## src/rtl/ru_pkg.sv

```systemverilog
// Shared types and RV32I load/store width encodings for the RAM requester.
package ru_pkg;

    typedef enum logic [2:0] {
        S_IDLE,
        S_RD,
        S_MERGE,
        S_WR,
        S_DONE,
        S_ERR
    } mem_state_t;

    localparam logic [2:0] F3_B  = 3'b000;
    localparam logic [2:0] F3_H  = 3'b001;
    localparam logic [2:0] F3_W  = 3'b010;
    localparam logic [2:0] F3_BU = 3'b100;
    localparam logic [2:0] F3_HU = 3'b101;

endpackage

```

## src/rtl/ru_byte_lane.sv

```systemverilog
// Little-endian lane steering: sub-word load extract/extend and sub-word store merge.
module ru_byte_lane
    import ru_pkg::*;
(
    input  logic [2:0]  funct3,
    input  logic [1:0]  addr_lo,
    input  logic [31:0] rdata,
    input  logic [31:0] base_word,
    input  logic [31:0] store_data,
    output logic [31:0] load_val,
    output logic [31:0] merged
);

    logic [7:0]  byte_sel;
    logic [15:0] half_sel;

    always_comb begin
        case (addr_lo)
            2'd0:    byte_sel = rdata[7:0];
            2'd1:    byte_sel = rdata[15:8];
            2'd2:    byte_sel = rdata[23:16];
            default: byte_sel = rdata[31:24];
        endcase
        half_sel = addr_lo[1] ? rdata[31:16] : rdata[15:0];

        case (funct3)
            F3_B:    load_val = {{24{byte_sel[7]}}, byte_sel};
            F3_H:    load_val = {{16{half_sel[15]}}, half_sel};
            F3_BU:   load_val = {24'h0, byte_sel};
            F3_HU:   load_val = {16'h0, half_sel};
            default: load_val = rdata;
        endcase
    end

    always_comb begin
        merged = base_word;
        if (funct3 == F3_B) begin
            case (addr_lo)
                2'd0:    merged[7:0]   = store_data[7:0];
                2'd1:    merged[15:8]  = store_data[7:0];
                2'd2:    merged[23:16] = store_data[7:0];
                default: merged[31:24] = store_data[7:0];
            endcase
        end else if (funct3 == F3_H) begin
            if (addr_lo[1]) merged[31:16] = store_data[15:0];
            else            merged[15:0]  = store_data[15:0];
        end
    end

endmodule

```

## src/rtl/ru_mem_requester.sv

```systemverilog
// Core-side load/store initiator for the word RAM: stalls the core, does RMW for sb/sh,
// and aborts misaligned, out-of-range, illegal or busy-timed-out accesses with err.
module ru_mem_requester
    import ru_pkg::*;
#(
    parameter int unsigned MEM_WORDS    = 32,
    parameter int unsigned BUSY_TIMEOUT = 16
) (
    input  logic        clk,
    input  logic        nRst,
    input  logic        req_load,
    input  logic        req_store,
    input  logic [2:0]  funct3,
    input  logic [31:0] addr,
    input  logic [31:0] store_data,
    output logic [31:0] load_data,
    output logic        stall,
    output logic        done,
    output logic        err,
    output logic [31:0] ram_addr,
    output logic [31:0] ram_wdata,
    output logic        ram_we,
    input  logic [31:0] ram_rdata,
    input  logic        ram_busy
);

    localparam int unsigned CW = $clog2(BUSY_TIMEOUT + 1);

    mem_state_t    state_q, state_d;
    logic [CW-1:0] tmo_q, tmo_d;
    logic [31:0]   addr_q, addr_d;
    logic [31:0]   wdata_q, wdata_d;
    logic [31:0]   sdata_q, sdata_d;
    logic [31:0]   load_q, load_d;
    logic [2:0]    f3_q, f3_d;
    logic [1:0]    lo_q, lo_d;
    logic          is_load_q, is_load_d;

    logic          req, bad_f3, misaligned, out_of_range;
    logic [31:0]   load_val, merged;

    // RD extracts straight from the RAM data; MERGE patches the word captured into wdata_q.
    ru_byte_lane u_lane (
        .funct3     (f3_q),
        .addr_lo    (lo_q),
        .rdata      (ram_rdata),
        .base_word  (wdata_q),
        .store_data (sdata_q),
        .load_val   (load_val),
        .merged     (merged)
    );

    assign req = req_load | req_store;

    always_comb begin
        if (req_store)
            bad_f3 = !(funct3 == F3_B || funct3 == F3_H || funct3 == F3_W);
        else
            bad_f3 = !(funct3 == F3_B || funct3 == F3_H || funct3 == F3_W ||
                       funct3 == F3_BU || funct3 == F3_HU);
        misaligned   = ((funct3 == F3_H || funct3 == F3_HU) && addr[0]) ||
                       (funct3 == F3_W && addr[1:0] != 2'b00);
        out_of_range = {2'b00, addr[31:2]} >= 32'(MEM_WORDS);
    end

    always_comb begin
        state_d   = state_q;
        tmo_d     = '0;
        addr_d    = addr_q;
        wdata_d   = wdata_q;
        sdata_d   = sdata_q;
        load_d    = load_q;
        f3_d      = f3_q;
        lo_d      = lo_q;
        is_load_d = is_load_q;

        case (state_q)
            S_IDLE: begin
                if (req) begin
                    addr_d    = {addr[31:2], 2'b00};
                    f3_d      = funct3;
                    lo_d      = addr[1:0];
                    is_load_d = req_load;
                    sdata_d   = store_data;
                    if (req_store) wdata_d = store_data;
                    if ((req_load && req_store) || bad_f3 || misaligned || out_of_range)
                        state_d = S_ERR;
                    else if (req_store && funct3 == F3_W)
                        state_d = S_WR;
                    else
                        state_d = S_RD;
                end
            end
            S_RD: begin
                if (ram_busy) begin
                    tmo_d = tmo_q + CW'(1);
                    if (tmo_d == CW'(BUSY_TIMEOUT)) state_d = S_ERR;
                end else if (is_load_q) begin
                    load_d  = load_val;
                    state_d = S_DONE;
                end else begin
                    wdata_d = ram_rdata;
                    state_d = S_MERGE;
                end
            end
            S_MERGE: begin
                wdata_d = merged;
                state_d = S_WR;
            end
            S_WR: begin
                if (ram_busy) begin
                    tmo_d = tmo_q + CW'(1);
                    if (tmo_d == CW'(BUSY_TIMEOUT)) state_d = S_ERR;
                end else begin
                    state_d = S_DONE;
                end
            end
            default: state_d = S_IDLE;
        endcase
    end

    always_ff @(posedge clk or negedge nRst) begin
        if (!nRst) begin
            state_q   <= S_IDLE;
            tmo_q     <= '0;
            addr_q    <= '0;
            wdata_q   <= '0;
            sdata_q   <= '0;
            load_q    <= '0;
            f3_q      <= '0;
            lo_q      <= '0;
            is_load_q <= 1'b0;
        end else begin
            state_q   <= state_d;
            tmo_q     <= tmo_d;
            addr_q    <= addr_d;
            wdata_q   <= wdata_d;
            sdata_q   <= sdata_d;
            load_q    <= load_d;
            f3_q      <= f3_d;
            lo_q      <= lo_d;
            is_load_q <= is_load_d;
        end
    end

    // The write strobe follows ram_busy within WR so a busy RAM never sees a write.
    assign ram_we    = (state_q == S_WR) && !ram_busy;
    assign done      = (state_q == S_DONE) || (state_q == S_ERR);
    assign err       = (state_q == S_ERR);
    assign stall     = (state_q == S_RD) || (state_q == S_MERGE) || (state_q == S_WR) ||
                       ((state_q == S_IDLE) && req);
    assign ram_addr  = addr_q;
    assign ram_wdata = wdata_q;
    assign load_data = load_q;

endmodule

```

## config.mk

```make
export PLATFORM = sky130hd
export DESIGN_NAME = ru_mem_requester
export DESIGN_NICKNAME = d
export VERILOG_FILES = /design/src/rtl/ru_pkg.sv /design/src/rtl/ru_byte_lane.sv /design/src/rtl/ru_mem_requester.sv
export SDC_FILE = /design/constraint.sdc
export NUM_CORES = 1
export LEC_CHECK = 0
export CORE_MARGIN = 5
export CORE_UTILIZATION = 44
export DETAILED_ROUTE_END_ITERATION = 12
export GPL_TIMING_DRIVEN = 1
export PLACE_DENSITY = 0.77
export SYNTH_ARGS = -nofsm -noshare
export SYNTH_HDL_FRONTEND = slang
export SYNTH_HIERARCHICAL = 1
export SYNTH_SLANG_ARGS = --single-unit
```

## constraint.sdc

```tcl
create_clock -name clk -period 1.8 [get_ports clk]
set_input_delay 0.36 -clock clk [delete_from_list [all_inputs] [get_ports clk]]
set_output_delay 0.36 -clock clk [all_outputs]
set_load 0.1 [all_outputs]
```

## After elaboration in Yosys (flattened, before gate mapping)

Index checks and enable logic that the tools add are counted.

| word-level totals | value |
|---|---|
| register bits after elaboration | 124 |
| bits of input ports | 104 |
| output and inout port bits | 100 |
| word-level logic and storage cells | 105 |

| operators by class | value |
|---|---|
| $add $sub $neg | 1 |
| magnitude comparators | 1 |
| equal/unequal tests | 26 |
| multiplexer cells | 27 |
| bitwise gates (word level) | 2 |
| reductions and logical operators | 36 |

Operators with widths:

| operator | count |
|---|---|
| 32-bit two-way mux | 6 |
| 32-bit case mux with 4 select lines | 1 |
| 32-bit case mux with 3 select lines | 1 |
| 16-bit two-way mux | 3 |
| 8-bit two-way mux | 4 |
| 8-bit AND reduction | 4 |
| 30-bit by 6-bit greater-or-equal comparator with 1-bit output (second input constant) | 1 |
| 8-bit case mux with 3 select lines | 1 |
| 3-bit equality test (second input constant) | 6 |
| 3-bit two-way mux | 6 |
| 1-bit logical OR | 13 |
| 3-bit inequality test (second input constant) | 4 |
| 3-bit case mux with 4 select lines | 1 |
| 5-bit two-way mux | 2 |
| 3-bit by 1-bit equality test with 1-bit output (second input constant) | 3 |
| 3-bit by 2-bit equality test with 1-bit output (second input constant) | 3 |
| 3-bit zero test | 3 |
| 2-bit inequality test (second input constant) | 4 |
| 1-bit logical AND | 6 |
| 3-bit by 2-bit inequality test with 1-bit output (second input constant) | 2 |
| 5-bit by 1-bit adder with 5-bit output (second input constant) | 1 |
| 5-bit equality test (second input constant) | 1 |
| 1-bit zero test | 3 |
| 3-bit by 1-bit inequality test with 1-bit output (second input constant) | 1 |
| other kinds (13) | 13 |

## Depth between registers and ports, before layout

| depth | value |
|---|---|
| depth after elaboration | 13 |
| mapped depth | 8 |
| gate-level depth less buffers | 6 |

## Hierarchy

The synthesis kept the hierarchy.

Modules (own cells, without submodules):

| module | instances | cells each | area an instance (um2) | seq. area each (um2) |
|---|---|---|---|---|
| ru_mem_requester | 1 | 460 | 5,838.1 | 3,503.4 |
| ru_byte_lane | 1 | 213 | 1,386.3 | 0.0 |

## Least setup slack after synthesis

OpenSTA, ideal clock, no wires.

| timing | value |
|---|---|
| path type | reg2out |
| from | reg state_q[2] |
| to | out err |
| data arrival time | 2,797 ps |
| data required time | 1,440 ps |
| path slack | -1,357 ps |
| stages on the path, launching flop included | 4 |
| path buffers | 1 |
| path through | dfrtp_1 > buf_2 > nor2b_1 > and2_1 |

| between the ends | value |
|---|---|
| cells in the longest elaborated chain, start to end | 1 |

RTL lines:

| element | line | source |
|---|---|---|
| start, declared | ru_mem_requester.sv:29 | `mem_state_t state_q, state_d;` |
| start signal, assigned | ru_mem_requester.sv:134 | `state_q <= state_d;` |
| 3-bit equality test | ru_mem_requester.sv:149 | `assign err = (state_q == S_ERR);` |
| end, declared | ru_mem_requester.sv:19 | `output logic err,` |

No other way between the ends.

## Final worst setup path

| timing | value |
|---|---|
| from | reg state_q[0] |
| to | out ram_we |

| between the ends | value |
|---|---|
| cells in the longest elaborated chain, start to end | 2 |

RTL lines:

| element | line | source |
|---|---|---|
| 3-bit by 2-bit equality test with 1-bit output | ru_mem_requester.sv:147 | `assign ram_we = (state_q == S_WR) && !ram_busy;` |
| 1-bit logical AND | ru_mem_requester.sv:147 |  |
| end, declared | ru_mem_requester.sv:22 | `output logic ram_we,` |

No other way between the ends.

==> out/qor.csv <==
stage;metric;value;unit
status;outcome;finished with violations;
status;failing checks;negative setup slack;
timing;min Tclk post-route;1830;ps
floorplanning;Starting Density;0.442;
final_layout;commonest non-fill, non-tap cell in the layout;dfrtp_1;
routing;Pre-antenna DRT Iters;6;
floorplanning;die area;17700;sq um
clocking;clock-pin slew on the worst setup and hold paths;60;ps
timing;Peak Freq;0.548;GHz
critical_path;CP Class;reg -> out;
critical_path;CP Cell Sequence;buf_6 -> and2b_2 -> nand2b_4 -> nor2_4 -> buf_12;
final_layout;Net count, final;1011;
floorplanning;FP Rows;45;
timing;clk_skew;10.2;ps
routing;routed vias/inst;5.83;
yosys;Mapped Area;6640;sq um
grt;global-route wire length before repair;37400;um
clocking;clk sinks;124;
final_layout;share of cells above drive strength 1;0.413;
routing;Routed Antenna Nets;0;
timing;# setup viols final;7;
clocking;insertion delay to the later sink of the worst-skew pair;430;ps
floorplanning;Ports;204;
placement;port bufs;201;
critical_path;Worst R2R Start;lo_q[0];
clocking;CTS tree;built;
placement;Place WS;-405;ps
routing;drt initial violations;608;
clocking;clk buf depth;2;
grt;total track usage;0.271;
grt;vias in the first global route;6715;
routing;final wirelength;25200;um
timing;final setup margin;-25.8;ps
critical_path;crit path max fanout;6;
min_path;HP Class;in -> async;
timing;RSZ-0062 raised after global routing;yes;
placement;Post-DP HPWL;18300;um
clocking;CTS buffer count;17;
critical_path;CP max stage delay;390;ps
critical_path;FF-to-FF setup slack;-20;ps
critical_path;CP startpoint kind;flip-flop;
routing;Vias;6454;
final_layout;P&R area growth vs syn;73.4;%
yosys;cell count after synthesis;641;
critical_path;Critical Path AT;1470;ps
timing;final hold vios;0;
yosys;synth warn;6;
critical_path;worst-case reg-to-reg path depth;6;
grt;largest net degree at the start of global routing;48;
routing;DR WL/cell;22.8;um
clocking;CTS H-tree depth;4;
timing;Slew Viols, Final;0;
flow_run;max-cap viol count;0;
floorplanning;Die Span Y;133;um
critical_path;Worst Setup End Kind;primary output;
clocking;CTS Root Cell;clkbuf_16;
timing;final period utilization;1.01;
grt;global route overflow;0;
routing;DRC;0;
final_layout;most frequent cells in the layout;119 x dfrtp_1, 110 x buf_12, 102 x clkdlybuf4s50_1;
critical_path;CP Data Required Time;1440;ps
critical_path;reg2reg end;load_data[18];
yosys;mean post-synth cell area;10.4;sq um
placement;GPL Wtd Cong;0.945;
floorplanning;core area;15000;sq um
grt;initial antenna violation count;0;
critical_path;Slowest cell on crit path;dfrtp_1;
final_layout;diode count;0;
floorplanning;DIE WIDTH;133;um
-- worst max-delay path: cells and delay by family (launching register included) --
| family | cells | cell delay [ps] |
|---|---|---|
| flip-flops | 1 | 390 |
| AND/OR/NAND/NOR | 3 | 350 |
| buffers and inverters | 2 | 300 |
-- per-layer routing --
layer	global-route usage	share of wire	vias to the layer above
met5	0	0	-
met4	0.135	0.046	0
met3	0.0783	0.092	75
met2	0.452	0.50	360
met1	0.320	0.36	3144
li1	-	-	2875
-- metrics by stage --
stage / utilization / hold WS [ps] / instances / area [sq um] / setup TNS, ps
3_5_place_dp: 0.684 / 294 / 1051 / 10300 / -15310
4_1_cts: 0.735 / 396 / 1095 / 11100 / -35.3
3_3_place_gp: 0.684 / 292 / 1051 / 10300 / -9720
6_report: 0.766 / 394 / 1107 / 11500 / -99.7
5_1_grt: 0.766 / 430 / 1107 / 11500 / -1760
2_1_floorplan: - / 64.4 / 642 / 6670 / -468
-- how the worst max path moves through the flow --
stage	startpoint	end	slack [ps]	cells after the start
2_1_floorplan	state_q[2]	err	-470	3
3_3_place_gp	addr[29]	state_q[1]	-390	6
3_5_place_dp	addr[29]	state_q[1]	-400	6
4_1_cts	state_q[0]	ram_we	-40	5
5_1_grt	f3_q[2]	ram_wdata[14]	-80	7
6_report	state_q[0]	ram_we	-30	5
-- registers in the layout, indices dropped and copies added, names as in the netlist --
signal	count
ram_wdata	32
f3_q	3
ram_addr	30
sdata_q	16
load_data	32
state_q	3
tmo_q	5
is_load_q	1
lo_q	2
-- cell type report --
cell class                 count  area (sq um)
timing repair buffer         292          3920
clock buffer                  17           425
inverter                       5          18.8
multi-input combinational    466          3620
tap                          188           235
clock inverter                15           198
sequential                   124          3110
fill                         896          3510
-- timing repair --
action | CTS | global route
resized for setup | 19 | 88
setup buffers | 11 | 9
cloned | 0 | 3
setup endpoints to repair | 55 | 67
pin swaps | 5 | 44
hold buffers | 1 | 0
hold endpoints to repair | 21 | 0
Power is left out: the tool's default activity adds up to more than one toggle a clock period on the data nets, which glitch-free logic cannot reach.
